===== config.mk =====
export PLATFORM = sky130hd
export DESIGN_NAME = ysyx_22050499_axi_arbiter
export DESIGN_NICKNAME = d
export VERILOG_FILES = /design/src/rtl/ysyx_22050499_axi_arbiter_pkg.sv /design/src/rtl/ysyx_22050499_addr_decode.sv /design/src/rtl/ysyx_22050499_axi_arbiter.sv
export SDC_FILE = /design/constraint.sdc
export NUM_CORES = 1
export LEC_CHECK = 0
export CELL_PAD_IN_SITES_DETAIL_PLACEMENT = 1
export CELL_PAD_IN_SITES_GLOBAL_PLACEMENT = 2
export CORE_MARGIN = 1.5
export CORE_UTILIZATION = 24
export DETAILED_ROUTE_END_ITERATION = 7
export PLACE_DENSITY = 0.87
export SETUP_SLACK_MARGIN = 0.1
export SLEW_MARGIN = 15
export SYNTH_ARGS = -nofsm -noshare
export SYNTH_HDL_FRONTEND = slang
export SYNTH_SLANG_ARGS = --single-unit

===== constraint.sdc =====
create_clock -name clock -period 10.1 [get_ports clock]
set_clock_uncertainty 0.05 [all_clocks]
set_input_delay 1.515 -clock clock [delete_from_list [all_inputs] [get_ports clock]]
set_output_delay 1.515 -clock clock [all_outputs]
set_load 0.02 [all_outputs]

===== src/rtl/ysyx_22050499_axi_arbiter_pkg.sv =====
// ----------------------------------------------------------------------------
// ysyx_22050499_axi_arbiter_pkg
//   Shared definitions for the two-master arbiter and its address decoder:
//   the arbiter FSM state encoding, the xbar_decode target codes, the default
//   CLINT window, and a helper that tests whether an address lies in a window.
// ----------------------------------------------------------------------------
package ysyx_22050499_axi_arbiter_pkg;

    typedef enum logic [2:0] {
        ST_IDLE  = 3'd0,
        ST_AR    = 3'd1,
        ST_R     = 3'd2,
        ST_AW    = 3'd3,
        ST_B     = 3'd4,
        ST_ERR_R = 3'd5,
        ST_ERR_B = 3'd6
    } arb_state_t;

    // One-hot target codes driven on xbar_decode; all-zero means no target.
    localparam logic [3:0] DECODE_NONE  = 4'b0000;
    localparam logic [3:0] DECODE_CLINT = 4'b0001;

    localparam logic [31:0] CLINT_BASE_DEFAULT = 32'ha000_0048;
    localparam logic [31:0] CLINT_SIZE_DEFAULT = 32'd16;

    // Unsigned offset trick: when addr < base the subtraction wraps to a huge
    // value, so a single compare covers both window bounds on full 32 bits.
    function automatic logic in_window(
        input logic [31:0] addr,
        input logic [31:0] base,
        input logic [31:0] size
    );
        logic [31:0] offset;
        offset = addr - base;
        return (offset < size);
    endfunction

endpackage


===== src/rtl/ysyx_22050499_addr_decode.sv =====
// ----------------------------------------------------------------------------
// ysyx_22050499_addr_decode
//   Combinational address decoder for the downstream xbar.
//   Ports:
//     addr    in  32 : byte address of the request
//     decode  out 4  : one-hot target select (DECODE_CLINT) or DECODE_NONE
//     mapped  out 1  : high when some target claims the address
//   Further targets (SRAM, UART) are added here as extra windows/bits.
// ----------------------------------------------------------------------------
module ysyx_22050499_addr_decode
    import ysyx_22050499_axi_arbiter_pkg::*;
#(
    parameter logic [31:0] CLINT_BASE = CLINT_BASE_DEFAULT,
    parameter logic [31:0] CLINT_SIZE = CLINT_SIZE_DEFAULT
) (
    input  logic [31:0] addr,
    output logic [3:0]  decode,
    output logic        mapped
);

    logic clint_hit;

    always_comb begin
        clint_hit = in_window(addr, CLINT_BASE, CLINT_SIZE);
        decode    = clint_hit ? DECODE_CLINT : DECODE_NONE;
        mapped    = (decode != DECODE_NONE);
    end

endmodule


===== src/rtl/ysyx_22050499_axi_arbiter.sv =====
// ----------------------------------------------------------------------------
// ysyx_22050499_axi_arbiter
//   Shares one downstream port between the IFU (master 0, read-only) and the
//   LSU (master 1, read/write). One transaction is in flight at a time; the
//   captured address is decoded onto xbar_decode, and unmapped addresses are
//   answered locally (read data 0, writes dropped) without any s_* activity.
//   Ports:
//     clock, reset            : clock, synchronous active-low reset
//     m0_ar*/m0_r*            : IFU read request / accept pulse / data pulse
//     m1_ar*/m1_r*            : LSU read request / accept pulse / data pulse
//     m1_aw*/m1_w*/m1_bvalid  : LSU write (address+data together) / done pulse
//     s_ar*/s_r*              : downstream read channel
//     s_aw*/s_w*/s_bvalid     : downstream write channel
//     xbar_decode             : target select, held for the whole transaction
// ----------------------------------------------------------------------------
module ysyx_22050499_axi_arbiter
    import ysyx_22050499_axi_arbiter_pkg::*;
#(
    parameter logic [31:0] CLINT_BASE = CLINT_BASE_DEFAULT,
    parameter logic [31:0] CLINT_SIZE = CLINT_SIZE_DEFAULT
) (
    input  logic        clock,
    input  logic        reset,
    // master 0 (IFU)
    input  logic        m0_arvalid,
    input  logic [31:0] m0_araddr,
    output logic        m0_arready,
    output logic        m0_rvalid,
    output logic [31:0] m0_rdata,
    // master 1 (LSU)
    input  logic        m1_arvalid,
    input  logic [31:0] m1_araddr,
    output logic        m1_arready,
    output logic        m1_rvalid,
    output logic [31:0] m1_rdata,
    input  logic        m1_awvalid,
    input  logic [31:0] m1_awaddr,
    input  logic [31:0] m1_wdata,
    input  logic [3:0]  m1_wstrb,
    output logic        m1_awready,
    output logic        m1_bvalid,
    // slave side
    output logic        s_arvalid,
    output logic [31:0] s_araddr,
    input  logic        s_arready,
    input  logic        s_rvalid,
    input  logic [31:0] s_rdata,
    output logic        s_awvalid,
    output logic [31:0] s_awaddr,
    output logic [31:0] s_wdata,
    output logic [3:0]  s_wstrb,
    input  logic        s_awready,
    input  logic        s_bvalid,
    output logic [3:0]  xbar_decode
);

    arb_state_t  state_reg;
    logic        owner_reg;
    logic        last_owner_reg;
    logic [31:0] addr_reg;
    logic [31:0] wdata_reg;
    logic [3:0]  wstrb_reg;
    logic [3:0]  decode_reg;
    logic        s_arvalid_reg;
    logic        s_awvalid_reg;
    logic        m0_rvalid_reg;
    logic [31:0] m0_rdata_reg;
    logic        m1_rvalid_reg;
    logic [31:0] m1_rdata_reg;
    logic        m1_bvalid_reg;

    logic        idle;
    logic        cand0;
    logic        cand1;
    logic        grant0;
    logic        grant1;
    logic        grant_any;
    logic        req_write;
    logic [31:0] req_addr;
    logic [3:0]  req_decode;
    logic        req_mapped;

    // Arbitration. The accept pulses are combinational so a request is taken
    // in the same IDLE cycle it is seen; they are masked while reset is held
    // so every output reads 0 during reset.
    always_comb begin
        idle      = (state_reg == ST_IDLE) && reset;
        cand0     = m0_arvalid;
        cand1     = m1_awvalid | m1_arvalid;
        // On a tie the master that did not own the last transaction wins.
        grant0    = idle && cand0 && (!cand1 || last_owner_reg);
        grant1    = idle && cand1 && (!cand0 || !last_owner_reg);
        grant_any = grant0 | grant1;
        // Inside the LSU a pending write is served before a pending read.
        req_write = grant1 && m1_awvalid;
        if (grant1) begin
            req_addr = m1_awvalid ? m1_awaddr : m1_araddr;
        end else begin
            req_addr = m0_araddr;
        end
    end

    ysyx_22050499_addr_decode #(
        .CLINT_BASE (CLINT_BASE),
        .CLINT_SIZE (CLINT_SIZE)
    ) u_addr_decode (
        .addr   (req_addr),
        .decode (req_decode),
        .mapped (req_mapped)
    );

    always_ff @(posedge clock) begin
        if (!reset) begin
            state_reg      <= ST_IDLE;
            owner_reg      <= 1'b0;
            last_owner_reg <= 1'b1;
            addr_reg       <= '0;
            wdata_reg      <= '0;
            wstrb_reg      <= '0;
            decode_reg     <= DECODE_NONE;
            s_arvalid_reg  <= 1'b0;
            s_awvalid_reg  <= 1'b0;
            m0_rvalid_reg  <= 1'b0;
            m0_rdata_reg   <= '0;
            m1_rvalid_reg  <= 1'b0;
            m1_rdata_reg   <= '0;
            m1_bvalid_reg  <= 1'b0;
        end else begin
            // Response strobes are single-cycle pulses.
            m0_rvalid_reg <= 1'b0;
            m1_rvalid_reg <= 1'b0;
            m1_bvalid_reg <= 1'b0;
            case (state_reg)
                ST_IDLE: begin
                    if (grant_any) begin
                        owner_reg      <= grant1;
                        last_owner_reg <= grant1;
                        addr_reg       <= req_addr;
                        decode_reg     <= req_decode;
                        if (req_write) begin
                            wdata_reg <= m1_wdata;
                            wstrb_reg <= m1_wstrb;
                        end
                        if (req_write && req_mapped) begin
                            state_reg     <= ST_AW;
                            s_awvalid_reg <= 1'b1;
                        end else if (req_write) begin
                            state_reg <= ST_ERR_B;
                        end else if (req_mapped) begin
                            state_reg     <= ST_AR;
                            s_arvalid_reg <= 1'b1;
                        end else begin
                            state_reg <= ST_ERR_R;
                        end
                    end
                end
                ST_AR: begin
                    if (s_arready) begin
                        s_arvalid_reg <= 1'b0;
                        state_reg     <= ST_R;
                    end
                end
                ST_R: begin
                    if (s_rvalid) begin
                        if (owner_reg) begin
                            m1_rvalid_reg <= 1'b1;
                            m1_rdata_reg  <= s_rdata;
                        end else begin
                            m0_rvalid_reg <= 1'b1;
                            m0_rdata_reg  <= s_rdata;
                        end
                        decode_reg <= DECODE_NONE;
                        state_reg  <= ST_IDLE;
                    end
                end
                ST_AW: begin
                    if (s_awready) begin
                        s_awvalid_reg <= 1'b0;
                        state_reg     <= ST_B;
                    end
                end
                ST_B: begin
                    if (s_bvalid) begin
                        m1_bvalid_reg <= 1'b1;
                        decode_reg    <= DECODE_NONE;
                        state_reg     <= ST_IDLE;
                    end
                end
                ST_ERR_R: begin
                    // Unmapped read: answer locally with zero data.
                    if (owner_reg) begin
                        m1_rvalid_reg <= 1'b1;
                        m1_rdata_reg  <= '0;
                    end else begin
                        m0_rvalid_reg <= 1'b1;
                        m0_rdata_reg  <= '0;
                    end
                    decode_reg <= DECODE_NONE;
                    state_reg  <= ST_IDLE;
                end
                ST_ERR_B: begin
                    // Unmapped write: the data is dropped, completion still reported.
                    m1_bvalid_reg <= 1'b1;
                    decode_reg    <= DECODE_NONE;
                    state_reg     <= ST_IDLE;
                end
                default: begin
                    state_reg <= ST_IDLE;
                end
            endcase
        end
    end

    assign m0_arready  = grant0;
    assign m1_arready  = grant1 && !m1_awvalid;
    assign m1_awready  = grant1 && m1_awvalid;
    assign m0_rvalid   = m0_rvalid_reg;
    assign m0_rdata    = m0_rdata_reg;
    assign m1_rvalid   = m1_rvalid_reg;
    assign m1_rdata    = m1_rdata_reg;
    assign m1_bvalid   = m1_bvalid_reg;
    assign s_arvalid   = s_arvalid_reg;
    assign s_araddr    = addr_reg;
    assign s_awvalid   = s_awvalid_reg;
    assign s_awaddr    = addr_reg;
    assign s_wdata     = wdata_reg;
    assign s_wstrb     = wstrb_reg;
    assign xbar_decode = decode_reg;

endmodule


==> Word level (Yosys, flattened, before mapping) <==
Cells that the tools add are included.
{ "totals": {"reg_bits": 146, "latchBits": 0, "ram_bits": 0, "mem_bits_ro": 0, "input_bits": 173, "out_inout_bits": 176, "wordCells": 108, "mem_count": 0} }
{ "classes": {"n_addsub": 1, "multipliers": 0, "div": 0, "magnitude_cmp": 1, "n_eq_ne": 19, "shift": 0, "mux": 42, "bitwise_logic": 2, "n_reduce_logical": 29} }
{ "ops": {"columns": ["cell", "count"], "rows": [
  ["32-bit 2-to-1 mux", 8],
  ["32-bit one-hot mux with 2 select lines", 2],
  ["32-bit by 5-bit < comparator with 1-bit output (second input constant)", 1],
  ["32-bit subtractor (second input constant)", 1],
  ["3-bit 2-to-1 mux", 8],
  ["2-bit != test (second input constant)", 12],
  ["4-bit one-hot mux with 4 select lines", 1],
  ["4-bit AND reduction", 4],
  ["3-bit one-hot mux with 5 select lines", 1],
  ["1-bit 2-to-1 mux", 14],
  ["4-bit 2-to-1 mux", 3],
  ["1-bit one-hot mux with 2 select lines", 5],
  ["3-bit == test (second input constant)", 3],
  ["1-bit logical AND", 8],
  ["4-bit nonzero test", 2],
  ["3-bit by 2-bit == test with 1-bit output (second input constant)", 2],
  ["6-bit AND reduction", 1],
  ["2-bit nonzero test", 3],
  ["5-bit AND reduction", 1],
  ["1-bit zero test", 4],
  ["3-bit by 1-bit == test with 1-bit output (second input constant)", 1],
  ["3-bit zero test", 1],
  ["3-bit AND reduction", 1],
  ["1-bit logical OR", 2],
  ["4 further kinds", 5]
]} }

==> Depth between registers and ports, before layout <==
Gate-level depths: netlist of run 1.
{ "depth": {"ltp_word": 14, "mapped_depth": 18, "depth_no_buf": 13} }

==> Hierarchy <==
From an unflattened synthesis of run 1, not the netlist that was laid out.
{ "hier_totals": {"hier_cells": 765, "area_unflattened_um2": 6979.2} }
{ "by_module_without_submodules": {"columns": ["module", "n_inst", "cells_each", "area_per_inst_um2", "seq_area_each_um2"], "rows": [
  ["ysyx_22050499_axi_arbiter", 1, 702, 6526.3, 2922.8],
  ["ysyx_22050499_addr_decode", 1, 63, 452.9, 0.0]
]} }

==> Least setup slack after synthesis of run 1 <==
Ideal clock, no wire load.
{ "synth_path": {"path_kind": "input to register", "from": "input m1_awvalid", "to": "register state_reg[2]", "arrival_ns": 4.918, "setup_slack_ns": 5.013, "cell_stages": 18, "n_path_buf": 6, "path_cell_list": "buf_2 -> buf_4 -> buf_2 -> buf_4 -> buf_2 -> buf_2 -> mux2i_1 -> nor2_1 -> a21oi_1 -> ha_1 -> nand2b_1 -> a32oi_1 -> o22ai_1 -> and3b_2 -> mux2i_1 -> a211oi_1 -> nand4_2 -> o31a_1"} }
{ "synth_via": {"elab_chain_cells": 13} }
{ "synth_lines": {"columns": ["element", "line", "source"], "rows": [
  ["start: declaration", "ysyx_22050499_axi_arbiter.sv:36", "input logic m1_awvalid,"],
  ["1-bit OR", "ysyx_22050499_axi_arbiter.sv:89", "cand1 = m1_awvalid | m1_arvalid;"],
  ["1-bit logical AND (2 in a row)", "ysyx_22050499_axi_arbiter.sv:92", "grant1 = idle && cand1 && (!cand0 || !last_owner_reg);"],
  ["32-bit 2-to-1 mux", "ysyx_22050499_axi_arbiter.sv:96", "if (grant1) begin"],
  ["32-bit subtractor", "ysyx_22050499_axi_arbiter_pkg.sv:34", "offset = addr - base;"],
  ["32-bit by 5-bit < comparator with 1-bit output", "ysyx_22050499_axi_arbiter_pkg.sv:35", "return (offset < size);"],
  ["1-bit 2-to-1 mux", "ysyx_22050499_addr_decode.sv:25", "decode = clint_hit ? DECODE_CLINT : DECODE_NONE;"],
  ["4-bit nonzero test", "ysyx_22050499_addr_decode.sv:26", "mapped = (decode != DECODE_NONE);"],
  ["3-bit 2-to-1 mux", "ysyx_22050499_axi_arbiter.sv:149", "end else if (req_mapped) begin"],
  ["3-bit 2-to-1 mux", "ysyx_22050499_axi_arbiter.sv:147", "end else if (req_write) begin"],
  ["3-bit 2-to-1 mux", "ysyx_22050499_axi_arbiter.sv:144", "if (req_write && req_mapped) begin"],
  ["3-bit 2-to-1 mux", "ysyx_22050499_axi_arbiter.sv:135", "if (grant_any) begin"],
  ["3-bit one-hot mux with 5 select lines", "ysyx_22050499_axi_arbiter.sv:133", "case (state_reg)"],
  ["end signal: assignment", "ysyx_22050499_axi_arbiter.sv:145", "state_reg <= ST_AW;"],
  ["end signal: assignment", "ysyx_22050499_axi_arbiter.sv:148", "state_reg <= ST_ERR_B;"],
  ["end signal: assignment", "ysyx_22050499_axi_arbiter.sv:150", "state_reg <= ST_AR;"],
  ["end: declaration", "ysyx_22050499_axi_arbiter.sv:57", "arb_state_t state_reg;"]
]} }
Parallel ways exist; a longest one is shown, timed or not. The select of a mux whose other input is x is not followed.
A chain may end at the register's enable or synchronous reset.

==> Worst setup path after layout of run 1 <==
{ "layout_path": {"from": "input reset", "to": "output m1_awready"} }
{ "layout_via": {"elab_chain_cells": 4} }
{ "layout_lines": {"columns": ["element", "line", "source"], "rows": [
  ["start: declaration", "ysyx_22050499_axi_arbiter.sv:23", "input logic reset,"],
  ["1-bit logical AND", "ysyx_22050499_axi_arbiter.sv:87", "idle = (state_reg == ST_IDLE) && reset;"],
  ["1-bit logical AND (2 in a row)", "ysyx_22050499_axi_arbiter.sv:92", null],
  ["1-bit logical AND", "ysyx_22050499_axi_arbiter.sv:216", "assign m1_awready = grant1 && m1_awvalid;"],
  ["end: declaration", "ysyx_22050499_axi_arbiter.sv:40", "output logic m1_awready,"]
]} }
No other way between the ends.

==> impl_metrics.ini, run 1 <==
[timing]
slew_headroom_pct = 34.2
hold_viol = 0
min_period_ns = 6.70
tightest_slew_ns = 0.986
maxSlewViolCount = 0
finalWorstSetupSlack_ns = 3.40
holdWs_ns = 0.414
setup_violations = 0
fin_crit_sh_pct = 66.3
rsz0062_at_grt = false
max_freq_mhz = 149
tns_ns = 0

[power_and_ir_drop]
p_sw_share_pct = 34.9
p_leak_nw = 3.95
power.density_nw_per_um2 = 153
p_comb_share_pct = 29.8
clock_power_share_pct = 34.3
internal_power_w = 0.00117
peakVddDrop_mv = 0.0959
p_switching_w = 0.000628
seqPwrFrac_pct = 35.9

[clock_tree]
clock_sinks = 143
clockRootBuffer = clkbuf_16
cts_tree = done
postCtsSetupRepairBufs = 0
clock_path_buffers = 2
clock_latency_ns = 0.41
cts.hold.buffers_added = 0
htree_levels = 4
cts.reportedPaths.clkPinSlew_ns = 0.07
cts_resized = 0
cts_buffers = 17

[yosys]
yosys.area.top_type = dfxtp_1
synth_edf_count = 0
synth_top_area_share_pct = 37.0
ys_warn_count = 0
synth-seq-cells = 143
synthArstFlopShare_pct = 0
ys_types = 67
syn_area_per_cell_um2 = 8.00
synthCells = 967
synthTopCellsByArea = dfxtp_1 37%, a21boi_0 11%, nand2_1 9.8%
syn_area_um2 = 7740
synthFlopType = dfxtp_1
yosysSeqAreaShare_pct = 37.0

[placed_design]
port_buffers = 345
dp_slack_ns = 3.33
dp_hpwl_um = 23200
placed_cells_incl_taps = 1618
place_area_um2 = 11200
place_congestion = 0.835

[layout]
fillers = 3728
final_layout_size_suffix_gt1_share_pct = 6.17
fin_cells = 1654
regArea_um2 = 2860
fin_nets = 1409
multi_input_area_um2 = 4270
final_area_um2 = 11800
areaGrowthSynthToFinish_pct = 52.4

[critical_path]
cp_cell_sequence = buf_4 -> or4b_1 -> nor2_8 -> nand2_1 -> buf_4 -> inv_1 -> buf_4 -> clkdlybuf4s50_1
crit_path_frequent_cell = buf_4
cp_max_fo = 63
arrival_ns = 5.13
cp.required_ns = 8.54
worst-path-buf-inv = 5
critical_path_class = in2out
slowest_delay_ns = 0.87
cp-end-kind = primary output
start_kind = input port
cp_slowest_cell = or4b_1
cpLargestDelayFamily = buffers and inverters

[drt]
wl_per_cell_um = 18.7
vias = 7918
ant_nets = 0
firstDrtPassIters = 4
drc_errors = 0
wl_um = 30900
dr.first_iter.drc_count = 300
vias_per_cell = 4.79

[die]
placementRows = 65
die_w_um = 183
start_util_pct = 24.5
coreArea_um2 = 31600
die-area_um2 = 33300
ios = 349
die_h_um = 183

[grt]
grt_max_degree = 84
grt_pass1_vias = 8255
grt_overflow = 0
antenna_found_initial = 4
grt.total_usage_pct = 18.5
grt_pass1_wl_um = 47800

[worst_hold_path]
hold_path.class = reg2reg

[outcome]
outcome = complete, no violations

[run]
drv_cap = 0
-- logic make-up after synthesis --
family          synth area share (%)
other cells                   0.0485
xor+xnor                        1.13
compound gates                  22.5
buf+inv                         8.17
mux                             5.50
simple gates                    25.5
fa+ha+maj                      0.162
flops                           37.0
-- power by group through the flow --
| stage | clock network [W] | registers [W] | logic, W |
|---|---|---|---|
| 2_1_floorplan | 0 | 0.000687 | 0.000270 |
| 3_5_place_dp | 0 | 0.000660 | 0.000542 |
| 6_report | 0.000617 | 0.000646 | 0.000537 |
| 3_3_place_gp | 0 | 0.000659 | 0.000536 |
| 5_1_grt | 0.000666 | 0.000653 | 0.000584 |
| 4_1_cts | 0.000640 | 0.000648 | 0.000545 |
-- path summary, 6_finish.rpt --
check             depth (start not counted)           end    startpoint  slack (ns)
setup / recovery                          8    m1_awready         reset        3.40
hold / removal                            2   s_wdata[20]   s_wdata[20]        0.41
setup reg to reg                         13  state_reg[2]  state_reg[1]        6.24
hold reg to reg                           2   s_wdata[20]   s_wdata[20]        0.41
-- cells in the mapped netlist, types with 7 or more instances --
| library cell | instances |
|---|---|
| or3_1 | 7 |
| nor2b_1 | 8 |
| o21ai_1 | 10 |
| buf_4 | 39 |
| o21ai_0 | 33 |
| mux2i_1 | 38 |
| nor3_1 | 17 |
| nor2_1 | 28 |
| o211ai_1 | 13 |
| buf_2 | 16 |
| dfxtp_1 | 143 |
| nand2_1 | 201 |
| clkbuf_1 | 50 |
| a21oi_1 | 21 |
| nand3_1 | 77 |
| inv_1 | 7 |
| and2_1 | 17 |
| a21boi_0 | 118 |
-- final cells by class --
class | count | area share [%]
Clock buffer | 17 | 3.61
Timing Repair Buffer | 358 | 30.1
Antenna cell | 4 | 0.0849
Sequential cell | 143 | 24.3
Tap cell | 402 | 4.27
Clock inverter | 15 | 1.24
Inverter | 7 | 0.223
Multi-Input combinational cell | 708 | 36.2
-- per-layer routing --
layer	wire, µm	GRT usage, %	up-vias	share of wire, %
met1	13400	22.9	3770	43
met2	15300	32.1	227	50
li1	-	-	3892	-
met5	0	0	-	0
met3	1600	3.77	29	5.2
met4	555	6.02	0	1.8
-- through the flow --
stage | util [%] | power, W
finish | 37.3 | 0.00180
global route | 37.3 | 0.00190
detailed placement | 35.4 | 0.00120
global placement | 35.4 | 0.00119
CTS | 37.2 | 0.00183
floorplan | - | 0.000957
-- tightest hold or removal path: cells and delay by family, from the launching register on --
kind,cells,cell delay [ns]
AOI/OAI and AO/OA,1,0.06
and+or+nand+nor,1,0.05
DFF,1,0.31
-- cell usage in the layout (no fill, tap or decap), drive strengths merged, types with 24 or more instances in the layout --
master	Yosys	routed
a21boi	118	118
a21oi	24	24
clkdlybuf4s50	0	343
dfxtp	143	143
mux2i	38	38
nand2	201	201
nand3	77	77
nor2	29	29
o21ai	43	43
Note: power is estimated with default switching activity, not from simulation.
==> inputs of run 2 (changes only) <==
Settings changed: CORE_UTILIZATION 24 to 23, PLACE_DENSITY 0.87 to 0.84.
Clock period 10.1 ns to 6.85 ns, I/O delays scaled along.
==> run 2 against run 1 <==
Clock-buffer cell count rose by 2. Global-route usage fell by 0.53 points. Design area rose by 0.73%. Setup slack got worse by 1.8 ns. First-iteration DRC count rose by 15%. Hold slack got worse by 0.0019 ns. Highest routed layer unchanged. Via count rose by 1.0%. Clock power rose by 49%.
==> impl_metrics.ini, run 2 (synthesis results as in run 1) <==
[timing]
min_period_ns = 5.21
rsz0062_at_grt = false
hold_viol = 0
setup_violations = 0
tightest_slew_ns = 1.06
holdWs_ns = 0.412
fin_crit_sh_pct = 76.1
maxSlewViolCount = 0
tns_ns = 0
slew_headroom_pct = 29.4
max_freq_mhz = 192

[die]
die_w_um = 186
die_h_um = 186
placementRows = 66
start_util_pct = 23.6
coreArea_um2 = 32800
die-area_um2 = 34700
ios = 349

[clock_tree]
cts_tree = done
cts_buffers = 17
clockRootBuffer = clkbuf_16
cts.reportedPaths.clkPinSlew_ns = 0.06
clock_sinks = 143
cts_resized = 0
postCtsSetupRepairBufs = 0
cts.hold.buffers_added = 0
clock_path_buffers = 2
clock_latency_ns = 0.42
htree_levels = 4

[drt]
firstDrtPassIters = 5
vias_per_cell = 4.72
ant_nets = 0
dr.first_iter.drc_count = 344
vias = 8001
wl_um = 31400
wl_per_cell_um = 18.5
drc_errors = 0

[critical_path]
start_kind = input port
cp_max_fo = 43
cp.required_ns = 5.77
arrival_ns = 4.13
critical_path_class = in2out
cp-end-kind = primary output

[layout]
areaGrowthSynthToFinish_pct = 53.5
final_cell_mix = 343 x clkdlybuf4s50_1, 201 x nand2_1, 143 x dfxtp_1
fillers = 3886
fin_nets = 1411
final_layout_size_suffix_gt1_share_pct = 6.32
final_common_cell = clkdlybuf4s50_1
final_area_um2 = 11900
fin_cells = 1694

[placed_design]
placed_cells_incl_taps = 1659
place_area_um2 = 11300
place_congestion = 0.891
dp_hpwl_um = 23800
port_buffers = 345

[power_and_ir_drop]
power.density_nw_per_um2 = 225
peakVddDrop_mv = 0.194
p_leak_nw = 3.97

[grt]
antenna_found_initial = 1
grt_pass1_vias = 8315
grt.total_usage_pct = 18.0
grt_pass1_wl_um = 48500
grt_overflow = 0
grt_max_degree = 84

[run]
drv_cap = 0

[outcome]
outcome = complete, no violations

[worst_hold_path]
hold_path.class = reg2reg
[run 2: stage by stage]
step	total power [W]	setup slack (ns)	utilization (%)
floorplan	0.00141	2.25	-
global placement	0.00176	1.62	34.4
detailed placement	0.00178	1.62	34.4
CTS	0.00272	1.62	36.1
global route	0.00282	1.40	36.2
finish	0.00267	1.64	36.2
[run 2: final timing paths]
kind | startpoint | to | slack [ns] | depth (start not counted)
worst max register to register | state_reg[1] | state_reg[2] | 3.07 | 13
worst max-delay path | m0_arvalid | m1_awready | 1.64 | 9
worst min register to register | s_wdata[3] | s_wdata[3] | 0.41 | 2
worst min-delay path | s_wdata[3] | s_wdata[3] | 0.41 | 2
[run 2: per-layer routing]
layer  part of all wire [%]  GRT usage [%]  routed length (µm)  vias to the layer above
li1                       -              -                   -                     3883
met1                     43           21.4               13600                     3829
met2                     49           31.3               15300                      247
met3                    5.3           4.59                1670                       42
met4                    2.9           6.57                 913                        0
met5                      0              0                   0                        -
[run 2: worst max-delay path, stage by stage]
cell             delay, ns
clkdlybuf4s50_1       0.56
o2bb2ai_2             0.19
buf_4                 0.20
nor2_8                0.52
nand2_1               0.11
buf_4                 0.29
inv_1                 0.10
buf_4                 0.37
clkdlybuf4s50_1       0.69
[run 2: cell type report]
cell class	instances	area [µm²]	area share, %
Multi-Input combinational cell	708	4270	36.0
Clock inverter	13	133	1.12
Tap cell	442	553	4.66
Antenna cell	2	5.00	0.0421
Timing Repair Buffer	360	3570	30.1
Sequential cell	143	2860	24.1
Inverter	7	26.3	0.221
Clock buffer	19	453	3.81
[run 2: power breakdown]
part	internal (W)	switching [W]
clock network	0.000527	0.000391
registers	0.000894	0.0000614
logic	0.000357	0.000444
total	0.00178	0.000897
==> inputs of run 3 (changes only) <==
Settings changed: CORE_UTILIZATION 23 to 20, PLACE_DENSITY 0.84 to 0.77.
Clock period 6.85 ns to 4.5 ns, I/O delays scaled along.
==> run 3 against run 2 <==
Sequential power rose by 52%. Critical path depth is 4 higher. First-iteration DRC count is 15% lower. Clock-buffer cell count grew 1. Final cell count up 4.4%. Sequential cell count is the same. Non-clock buffer count rose by 8. Setup slack worse by 0.95 ns. Power increased by 54%. Largest power group unchanged.
==> impl_metrics.ini, run 3 (synthesis results as in run 1) <==
[die]
coreArea_um2 = 37800
start_util_pct = 20.4
die-area_um2 = 39900
die_w_um = 200
die_h_um = 200
placementRows = 71
ios = 349

[timing]
hold_viol = 0
slew_headroom_pct = 42.8
rsz0062_at_grt = false
tns_ns = 0
min_period_ns = 3.81
holdWs_ns = 0.411
maxSlewViolCount = 0
tightest_slew_ns = 0.859
setup_violations = 0
fin_crit_sh_pct = 84.7
max_freq_mhz = 263

[power_and_ir_drop]
peakVddDrop_mv = 0.247
power.density_nw_per_um2 = 342
p_leak_nw = 3.99

[worst_hold_path]
hold_path.class = reg2reg

[layout]
fin_nets = 1419
final_common_cell = clkdlybuf4s50_1
final_cell_mix = 343 x clkdlybuf4s50_1, 201 x nand2_1, 143 x dfxtp_1
final_layout_size_suffix_gt1_share_pct = 6.76
regArea_um2 = 2860
areaGrowthSynthToFinish_pct = 55.1
num_antenna_cells = 0
multi_input_area_um2 = 4270
fillers = 4513

[critical_path]
cp_max_fo = 5
cp.required_ns = 4.75
arrival_ns = 4.06
cp-end-kind = register
critical_path_class = in2reg
start_kind = input port

[drt]
wl_per_cell_um = 18.6
firstDrtPassIters = 5
vias = 8065
wl_um = 32900
dr.first_iter.drc_count = 294
vias_per_cell = 4.56
ant_nets = 0
drc_errors = 0

[clock_tree]
cts_resized = 0
clockRootBuffer = clkbuf_16
clock_path_buffers = 2
clock_latency_ns = 0.42
postCtsSetupRepairBufs = 0
cts.reportedPaths.clkPinSlew_ns = 0.06
clock_sinks = 143
htree_levels = 4
cts.hold.buffers_added = 0
cts_buffers = 17
cts_tree = done

[grt]
grt_pass1_vias = 8319
antenna_found_initial = 1
grt_overflow = 0
grt_pass1_wl_um = 49100
grt_max_degree = 89
grt.total_usage_pct = 16.3

[placed_design]
place_congestion = 0.918
port_buffers = 345
dp_hpwl_um = 25000

[outcome]
outcome = complete, no violations

[run]
drv_cap = 0
[run 3: cell types whose count changed in the layout (fill, tap and decap cells not counted), sizes merged, moves of 2 or more]
cell / before / now
buf: 17 / 25
clkinv: 8 / 4
clkinvlp: 1 / 4
diode: 2 / 0
[run 3: final cells by class]
type,instances,share of cell area [%]
Clock buffer,20,3.72
Clock inverter,12,1.13
Inverter,7,0.219
Multi-Input combinational cell,708,35.6
Sequential cell,143,23.9
Tap cell,511,5.33
Timing Repair Buffer,368,30.2
[run 3: routing by layer]
layer | up-vias | wire length [µm] | global-route usage (%)
li1 | 3902 | - | -
met5 | - | 17 | 0
met2 | 233 | 16100 | 27.9
met1 | 3905 | 14600 | 20.2
met4 | 2 | 343 | 3.76
met3 | 23 | 1890 | 4.35
[run 3: path summary, 6_finish.rpt]
kind,start,end,slack [ns],cells past startpoint
min reg2reg,m0_rdata[12],m0_rdata[12],0.41,2
max,m1_arvalid,state_reg[2],0.69,13
min,m0_rdata[12],m0_rdata[12],0.41,2
max reg2reg,state_reg[1],state_reg[2],0.79,12
[run 3: where the power goes]
part	total [W]	switching, W	internal (W)
registers	0.00145	0.0000925	0.00136
logic	0.00124	0.000693	0.000547
clock network	0.00141	0.000581	0.000834
[run 3: metrics by stage]
| stage | instances | area [µm²] | power (W) | util (%) | setup slack (ns) |
|---|---|---|---|---|---|
| 5_1_grt | 1769 | 12000 | 0.00434 | 31.7 | 0.461 |
| 6_report | 1769 | 12000 | 0.00411 | 31.7 | 0.691 |
| 3_3_place_gp | 1737 | 11400 | 0.00272 | 30.2 | 0.388 |
| 2_1_floorplan | 969 | 7740 | 0.00215 | - | 0.253 |
| 4_1_cts | 1769 | 12000 | 0.00419 | 31.7 | 0.786 |
| 3_5_place_dp | 1737 | 11400 | 0.00273 | 30.2 | 0.309 |
[run 3: critical path: stages]
cell and delay, ns:
clkdlybuf4s50_1 0.52, a2bb2oi_2 0.19, nand2_1 0.18, a21oi_1 0.29
ha_1 0.29, nand2b_1 0.07, a32oi_1 0.40, o22ai_1 0.21
and4b_1 0.30, xnor2_1 0.09, nor4_2 0.28, nand4_2 0.22
o31a_1 0.32
